===== config.mk =====
export PLATFORM = sky130hd
export DESIGN_NAME = sha256_msg_padder
export DESIGN_NICKNAME = d
export VERILOG_FILES = /design/src/rtl/sha256_pkg.sv /design/src/rtl/sha256_msg_padder.sv
export SDC_FILE = /design/constraint.sdc
export NUM_CORES = 1
export LEC_CHECK = 0
export CELL_PAD_IN_SITES_DETAIL_PLACEMENT = 1
export CELL_PAD_IN_SITES_GLOBAL_PLACEMENT = 1
export CORE_ASPECT_RATIO = 1.4
export CORE_MARGIN = 4
export CORE_UTILIZATION = 30
export DETAILED_ROUTE_END_ITERATION = 6
export PLACE_DENSITY = 0.61
export SYNTH_ARGS = -nofsm -noshare
export SYNTH_HDL_FRONTEND = slang
export SYNTH_SLANG_ARGS = --single-unit

===== constraint.sdc =====
create_clock -name clk_i -period 3.05 [get_ports clk_i]
set_clock_uncertainty 0.1 [all_clocks]
set_input_delay 0.61 -clock clk_i [delete_from_list [all_inputs] [get_ports clk_i]]
set_output_delay 0.61 -clock clk_i [all_outputs]
set_load 0.03 [all_outputs]

===== src/rtl/sha256_pkg.sv =====
// Shared types and constants for the SHA-256 message padder.
// Block byte ordering is big-endian: message byte 0 occupies the top of the 512-bit block.
package sha256_pkg;

  typedef enum logic [1:0] {
    ST_FILL,
    ST_PAD,
    ST_LEN,
    ST_EMIT
  } state_e;

  typedef enum logic [1:0] {
    PEND_NONE,
    PEND_PAD0,
    PEND_LEN
  } pend_e;

  localparam int          BLK_BYTES = 64;
  localparam int          LEN_OFS   = 56;
  localparam logic [7:0]  PAD_BYTE  = 8'h80;

  // Byte i (LEN_OFS..BLK_BYTES-1) of the big-endian 64-bit length field.
  function automatic logic [7:0] len_byte(input logic [63:0] bits, input int i);
    return bits[(BLK_BYTES - 1 - i) * 8 +: 8];
  endfunction

endpackage


===== src/rtl/sha256_msg_padder.sv =====
// Packs a byte stream into 512-bit SHA-256 message blocks with FIPS 180-4 padding.
// Byte side: valid/ready, transfer = byte_v_i & byte_ready_o; block side: valid/ready,
// transfer = blk_v_o & blk_ready_i, with blk_o/blk_first_o/blk_last_o stable while waiting.
module sha256_msg_padder
  import sha256_pkg::*;
#(
  parameter int len_bytes_width_p = 61
) (
  input  logic         clk_i,
  input  logic         reset_n_i,
  input  logic         byte_v_i,
  input  logic [7:0]   byte_i,
  input  logic         byte_last_i,
  output logic         byte_ready_o,
  output logic         blk_v_o,
  output logic [511:0] blk_o,
  output logic         blk_first_o,
  output logic         blk_last_o,
  input  logic         blk_ready_i,
  output logic         busy_o
);

  state_e                         state_q, state_d;
  pend_e                          pend_q, pend_d;
  logic [5:0]                     idx_q, idx_d;
  logic [len_bytes_width_p-1:0]   len_q, len_d;
  logic                           first_q, first_d;
  logic                           final_q, final_d;
  logic [7:0]                     blk_q [BLK_BYTES];
  logic [7:0]                     blk_d [BLK_BYTES];

  logic        byte_xfer;
  logic        blk_xfer;
  logic        fits_len;
  logic [63:0] len_bits;

  assign byte_xfer = byte_v_i & byte_ready_o;
  assign blk_xfer  = blk_v_o & blk_ready_i;
  // Length field fits in the same block when the pad byte lands at or below byte 55.
  assign fits_len  = (idx_q <= 6'(LEN_OFS - 1));
  assign len_bits  = 64'({len_q, 3'b000});

  always_ff @(posedge clk_i or negedge reset_n_i) begin
    if (!reset_n_i) begin
      state_q <= ST_FILL;
      pend_q  <= PEND_NONE;
      idx_q   <= '0;
      len_q   <= '0;
      first_q <= 1'b1;
      final_q <= 1'b0;
      for (int i = 0; i < BLK_BYTES; i++) blk_q[i] <= '0;
    end else begin
      state_q <= state_d;
      pend_q  <= pend_d;
      idx_q   <= idx_d;
      len_q   <= len_d;
      first_q <= first_d;
      final_q <= final_d;
      for (int i = 0; i < BLK_BYTES; i++) blk_q[i] <= blk_d[i];
    end
  end

  // Control path.
  always_comb begin
    state_d = state_q;
    pend_d  = pend_q;
    idx_d   = idx_q;
    len_d   = len_q;
    first_d = first_q;
    final_d = final_q;
    unique case (state_q)
      ST_FILL: begin
        if (byte_xfer) begin
          idx_d = idx_q + 6'd1;
          len_d = len_q + len_bytes_width_p'(1);
          if (idx_q == 6'(BLK_BYTES - 1)) begin
            state_d = ST_EMIT;
            final_d = 1'b0;
            pend_d  = byte_last_i ? PEND_PAD0 : PEND_NONE;
          end else if (byte_last_i) begin
            state_d = ST_PAD;
          end
        end
      end
      ST_PAD: begin
        state_d = ST_EMIT;
        final_d = fits_len;
        pend_d  = fits_len ? PEND_NONE : PEND_LEN;
      end
      ST_LEN: begin
        state_d = ST_EMIT;
        final_d = 1'b1;
        pend_d  = PEND_NONE;
      end
      ST_EMIT: begin
        if (blk_xfer) begin
          first_d = 1'b0;
          if (final_q) begin
            state_d = ST_FILL;
            idx_d   = '0;
            len_d   = '0;
            first_d = 1'b1;
          end else if (pend_q == PEND_PAD0) begin
            state_d = ST_PAD;
            idx_d   = '0;
          end else if (pend_q == PEND_LEN) begin
            state_d = ST_LEN;
          end else begin
            state_d = ST_FILL;
            idx_d   = '0;
          end
        end
      end
      default: state_d = ST_FILL;
    endcase
  end

  // Block buffer: per-byte write enables; zero fill is a masked write above idx_q.
  always_comb begin
    for (int i = 0; i < BLK_BYTES; i++) begin
      blk_d[i] = blk_q[i];
      unique case (state_q)
        ST_FILL: begin
          if (byte_xfer && (6'(i) == idx_q)) blk_d[i] = byte_i;
        end
        ST_PAD: begin
          if (6'(i) == idx_q)     blk_d[i] = PAD_BYTE;
          else if (6'(i) > idx_q) blk_d[i] = 8'h00;
          if (fits_len && (i >= LEN_OFS)) blk_d[i] = len_byte(len_bits, i);
        end
        ST_LEN: begin
          blk_d[i] = (i >= LEN_OFS) ? len_byte(len_bits, i) : 8'h00;
        end
        default: ;
      endcase
    end
  end

  always_comb begin
    for (int i = 0; i < BLK_BYTES; i++) blk_o[511 - 8*i -: 8] = blk_q[i];
  end

  assign byte_ready_o = (state_q == ST_FILL);
  assign blk_v_o      = (state_q == ST_EMIT);
  assign blk_first_o  = blk_v_o & first_q;
  assign blk_last_o   = blk_v_o & final_q;
  assign busy_o       = (state_q != ST_FILL) || (idx_q != 6'd0);

endmodule


==> impl_metrics.csv, run 1 <==
group,metric,value,unit
run_status,status,"completed",
clock_tree,clock_path_buffers,3,
hold_path,hold_class,"register to register",
finish,antennaDiodeCount,0,
detailed_routing,vias,19772,
placement,place_congestion,0.911,
synth,synth_cell_types,74,
synth,ys.flop_type,"dfrtp_1",
timing,hold_viol_final,0,
floorplan,core,82900,µm²
synth,yosys-top-cells-area,"dfrtp_1 (58%), mux2_2 (16%), o21ai_0 (4.0%)",
global_route,overflow,0,
power,sw_frac_of_total,44.9,%
finish,final_cell_area,34800,µm²
global_route,grt_pass1_vias,21831,
synth,synthArstFlopShare,100,%
detailed_routing,wirelength,101,mm
synth,synth_nets,2157,
timing,setup_viol,0,
finish,nFillCells,8809,
finish,final_cell_mix,"dfrtp_1 (583), clkdlybuf4s50_1 (524), mux2_2 (363), nand2_1 (205), o21ai_0 (196)",
global_route,antenna_found_initial,6,
timing,rsz0062_at_grt,"false",
power,seq_power_share,25.0,%
detailed_routing,route.detailed.drc,0,
job,maxCapViolations,0,
global_route,track_usage,22.3,%
clock_tree,cts.sinks,585,
clock_tree,clkSlewWorstSetupHoldPaths,0.06,ns
power,p_sw,22600,µW
synth,ys_ff_latch,585,
finish,final_net_count,2764,
clock_tree,cts_root_buffer,"clkbuf_16",
timing,maxSlewHeadroom,45.9,%
power,clockPowerShare,15.8,%
power,p_per_area,1450,nW/µm²
detailed_routing,ant_nets,0,
detailed_routing,first_pass_iters,5,
placement,placed_cells,3756,
timing,fmax,0.341,GHz
setup_path,arrival,2.23,ns
synth,postSynthCellCount,2133,
synth,synth_top_area_share,58.3,%
floorplan,start_util,30.2,%
setup_path,path_class,"register to primary output",
floorplan,die_x,252,µm
floorplan,io_pins,530,
finish,syn_to_final_growth,38.9,%
synth,seq_area_frac_synth,58.4,%
timing,period_share,96.2,%
placement,dpl_cell_area,32700,µm²
floorplan,die_h,350,µm
power,power_frac_comb,59.2,%
placement,portBuffers,529,
synth,yosysWarnings,0,
finish,layout_commonest_cell,"dfrtp_1",
clock_tree,cts_tree,"built",
global_route,grt_first_pass_wirelength,149,mm
clock_tree,cts_buffers,60,
timing,period_needed,2.94,ns
power,p_leak,0.0150,µW
timing,max_slew.worst_pin.slew,0.804,ns
setup_path,end_kind,"primary output",
setup_path,cp_data_required_time,2.34,ns
power,vdd_drop_max,0.715,mV
detailed_routing,drt_iter0_drc,969,
setup_path,critPathMaxFanout,13,
placement,post-dp-hpwl,73.2,mm
synth,syn_area,25100,µm²
clock_tree,htreeDepth,2,
power,p_int,27800,µW
floorplan,std_cell_rows,125,
synth,synth-edff-count,0,
synth,avgSynthCellArea,11.8,µm²
finish,fin_util,42.0,%
finish,stdcell_count,3865,
timing,slew_viol_final,0,
detailed_routing,vias_per_cell,5.12,
setup_path,start_kind,"register",
floorplan,dieArea,88300,µm²
finish,drive_gt1_share,25.0,%
clock_tree,clock_latency,0.65,ns
synth,synth_area_leader_cell,"dfrtp_1",
global_route,grt_max_degree,90,
detailed_routing,wl_per_cell,26.0,µm
==> layer usage <==
layer  track usage (%)  vias to the layer above  wire (µm)
met5                 0                        -          8
met4              7.77                        2       3990
met3              5.47                      174       5890
met2              40.4                      535      52000
met1              25.5                    10280      38800
li1                  -                     8781          -
==> flip-flops by register name, summed over array words and instances, names as in the netlist <==
register	count
len_q	61
blk_o	512
idx_q	6
state_q	2
first_q	1
pend_q	2
final_q	1
==> power by group through the flow <==
stage	combinational, µW	sequential (µW)	clock, µW
after floorplan	11400	17600	0
after global placement	29700	12600	0
after detailed placement	30200	12700	0
after CTS	30300	12700	8180
after global routing	31700	13000	8520
final	29900	12600	7960
==> metrics by stage <==
step / hold slack (ns) / TNS, ns / setup WS [ns] / power, µW
final: 0.382 / 0 / 0.115 / 50500
after detailed placement: 0.372 / -1.81 / -0.0807 / 42900
after global placement: 0.365 / -1.02 / -0.0571 / 42300
after CTS: 0.386 / 0 / 0.0547 / 51100
after global routing: 0.411 / 0 / 0.00704 / 53200
after floorplan: 0.214 / 0 / 0.442 / 29000
==> final timing paths <==
check | startpoint | end | slack [ns] | depth (start not counted)
worst min-delay path | blk_o[1] | blk_o[1] | 0.38 | 2
max in group asynchronous | reset_n_i | blk_o[480] | 1.42 | 3
worst max-delay path | state_q[1] | blk_v_o | 0.11 | 3
worst max register to register | idx_q[5] | blk_o[45] | 0.18 | 6
worst min register to register | blk_o[1] | blk_o[1] | 0.38 | 2
min in group asynchronous | reset_n_i | blk_o[365] | 0.44 | 2
==> critical path, stage by stage (launching register included) <==
cell and delay (ns):
dfrtp_1 0.46, ha_4 0.27, buf_4 0.18, clkdlybuf4s50_1 0.69
==> Yosys cell counts, types with 8 or more instances <==
| library cell | n |
|---|---|
| o21ai_1 | 10 |
| and3_1 | 10 |
| o31ai_1 | 22 |
| and2_1 | 14 |
| or3_1 | 18 |
| a21oi_1 | 145 |
| nor3_1 | 17 |
| nor2b_1 | 17 |
| nor2_1 | 78 |
| nand2_1 | 205 |
| a31oi_1 | 10 |
| o21ai_0 | 198 |
| ha_1 | 11 |
| nand2b_1 | 18 |
| a21o_1 | 13 |
| nor2_2 | 8 |
| nand3_1 | 50 |
| buf_2 | 31 |
| inv_1 | 17 |
| clkbuf_1 | 111 |
| or4_1 | 24 |
| dfrtp_1 | 584 |
| a21oi_2 | 9 |
| xor2_1 | 13 |
| nand4_1 | 28 |
| mux2_2 | 363 |
==> timing repair <==
item / in CTS / in global routing
setup buffers: 0 / 0
hold buffers: 1 / 0
resized for setup: 7 / 3
endpoints found under the hold margin: 45 / 0
endpoints found under the setup margin: 36 / 9
==> cell type report <==
cell class              count  area [µm²]  share of cell area [%]
clock buffers              91        1810                    5.19
flip-flops and latches    585       14600                    42.1
multi-input cells        1379        9820                    28.2
inverters                  17        63.8                   0.183
well taps                1079        1350                    3.88
repair buffers            697        6820                    19.6
clock inverters            17         303                   0.870
==> cell families after synthesis <==
logic type      count (synthesis)  share of synthesized area, %
compound gates                466                          10.9
xor+xnor                       18                         0.629
fa+ha+maj                      11                         0.549
buf+inv                       169                          2.80
flops                         585                          58.4
mux                           365                          16.4
simple gates                  519                          10.3
(Power assumes the default switching activity.)
==> run 2: changes to the inputs <==
- CAP_MARGIN: not set -> 20
- PLACE_DENSITY: 0.61 -> 0.68
==> impl_metrics.csv, run 2 (synthesized netlist as in run 1, its figures left out) <==
group,metric,value,unit
global_route,grt_first_pass_wirelength,150,mm
timing,period_share,98.1,%
placement,post-dp-hpwl,74.5,mm
setup_path,reg2reg_to,"blk_o[103]",
floorplan,start_util,30.2,%
global_route,use_met2,39.7,%
finish,final_net_count,2769,
clock_tree,cts_tree,"built",
job,maxCapViolations,0,
global_route,busiest_layer,"met2",
setup_path,cp-startpoint,"state_q[1]",
timing,slew_viol_final,0,
placement,place_ws,-0.122,ns
finish,drive_gt1_share,25.4,%
setup_path,crit_family,"simple AND/OR/NAND/NOR gates",
setup_path,path_cells,"inv_1 > ha_1 > and2_0 > buf_4 > nand2_1 > o21ai_0 > mux2_2",
timing,max_slew.worst_pin.slew,0.944,ns
floorplan,io_pins,530,
global_route,track_usage,22.5,%
power,p_sw,23000,µW
clock_tree,clkSlewWorstSetupHoldPaths,0.07,ns
setup_path,arrival,3.46,ns
placement,place_congestion,0.912,
finish,layout_commonest_cell,"dfrtp_1",
global_route,grt_pass1_vias,22233,
power,p_leak,0.0151,µW
global_route,antenna_found_initial,5,
timing,period_needed,2.99,ns
power,sw_frac_of_total,45.3,%
finish,syn_to_final_growth,39.5,%
detailed_routing,vias,19990,
power,vdd_drop_max,0.681,mV
power,power_frac_comb,59.5,%
finish,largest_reg_flops,512,
clock_tree,cts_buffers,60,
power,seq_power_share,25.0,%
clock_tree,cts_root_buffer,"clkbuf_16",
clock_tree,clock_path_buffers,3,
placement,placed_cells,3761,
global_route,met1_usage,26.2,%
detailed_routing,wl_per_cell,26.2,µm
placement,portBuffers,529,
setup_path,r2r_cells,7,
clock_tree,clock_latency,0.65,ns
clock_tree,htreeDepth,2,
power,p_per_area,1450,nW/µm²
setup_path,crit_buf_inv,2,
timing,hold_viol_final,0,
finish,stdcell_count,3878,
setup_path,cp-endpoint,"blk_o[103]",
detailed_routing,vias_per_cell,5.15,
setup_path,slowest_delay,0.51,ns
power,p_int,27800,µW
floorplan,std_cell_rows,125,
global_route,overflow,0,
run_status,status,"completed",
floorplan,die_h,350,µm
timing,finalWorstSetupSlack,0.0583,ns
setup_path,end_kind,"register",
setup_path,cp_num_cells,7,
global_route,grt_use_met3,4.97,%
finish,final_cell_mix,"dfrtp_1 (584), clkdlybuf4s50_1 (523), mux2_2 (363), nand2_1 (205), o21ai_0 (197)",
timing,setup_viol,0,
detailed_routing,ant_nets,0,
setup_path,rr_startpoint,"state_q[1]",
floorplan,dieArea,88300,µm²
clock_tree,post-cts-setup-buffers,0,
timing,maxSlewHeadroom,36.9,%
setup_path,critPathMaxFanout,8,
floorplan,die_x,252,µm
floorplan,core,82900,µm²
setup_path,cp_data_required_time,3.52,ns
setup_path,r2r_slack,0.06,ns
detailed_routing,wirelength,102,mm
detailed_routing,route.detailed.drc,0,
global_route,grt_max_degree,73,
detailed_routing,first_pass_iters,7,
timing,rsz0062_at_grt,"false",
setup_path,cp_slowest_cell,"and2_0",
setup_path,path_class,"register to register",
detailed_routing,drt_iter0_drc,1160,
setup_path,start_kind,"register",
hold_path,hold_class,"register to register",
power,clockPowerShare,15.4,%
timing,fmax,0.334,GHz
clock_tree,cts.sinks,585,
==> run 2: changes by cell type in the layout (fill, tap and decap cells not counted), sizes merged <==
cell	delta
clkinv	+5
diode	+3
clkdlybuf4s50	-1
buf	+5
dlymetal6s2s	+1
clkinvlp	+5
bufinv	-2
clkbuf	-8
inv	+5
==> run 2: per-layer routing <==
metal  up-vias  wire length (µm)
met5         -                13
met4         2              5210
met1     10342             39000
met2       636             51400
met3       202              6070
li1       8808                 -
==> run 2: how the worst min path moves through the flow <==
| stage | from | to | cells past startpoint |
|---|---|---|---|
| finish | blk_o[159] | blk_o[159] | 2 |
| floorplan | reset_n_i | blk_o[0] | 0 |
| global route | blk_o[223] | blk_o[223] | 1 |
| CTS | blk_o[396] | blk_o[396] | 2 |
| global placement | blk_o[450] | blk_o[450] | 2 |
| detailed placement | blk_o[396] | blk_o[396] | 2 |
==> run 2: power by group through the flow <==
stage / combinational, µW / sequential, µW / clock (µW)
after floorplan: 11400 / 17600 / 0
after global placement: 29700 / 12700 / 0
after detailed placement: 30400 / 12800 / 0
after CTS: 30500 / 12700 / 8050
after global routing: 31900 / 13000 / 8380
final: 30200 / 12700 / 7830
==> run 2: layout make-up <==
cell class | count | area, µm²
Antenna cell | 3 | 7.51
Clock inverter | 30 | 359
Inverter | 17 | 63.8
Sequential cell | 585 | 14600
Tap cell | 1079 | 1350
Multi-Input combinational cell | 1379 | 9820
Fill cell | 8858 | 47900
Clock buffer | 83 | 1730
Timing Repair Buffer | 702 | 6980
==> run 2: through the flow <==
step	power (µW)	util, %	hold WS (ns)	area [µm²]	setup TNS (ns)
3_5_place_dp	43200	39.6	0.373	32800	-3.96
6_report	50700	42.2	0.383	35000	0
3_3_place_gp	42400	39.6	0.365	32800	-1.05
4_1_cts	51300	42.1	0.387	34900	0
2_1_floorplan	29000	-	0.214	25100	0
5_1_grt	53300	42.2	0.411	34900	0
==> run 2: worst min-delay path: cells and delay by family, from the launching register on <==
family           cells  cell delay, ns
AO/OA/AOI/OAI        1            0.06
flip-flops           1            0.34
AND/OR/NAND/NOR      1            0.05
==> run 2: timing repair <==
item	in CTS	in global routing
hold buffers	1	0
endpoints found under the setup margin	12	2
pin swaps	0	0
hold endpoints to repair	53	0
gates resized for setup	6	2
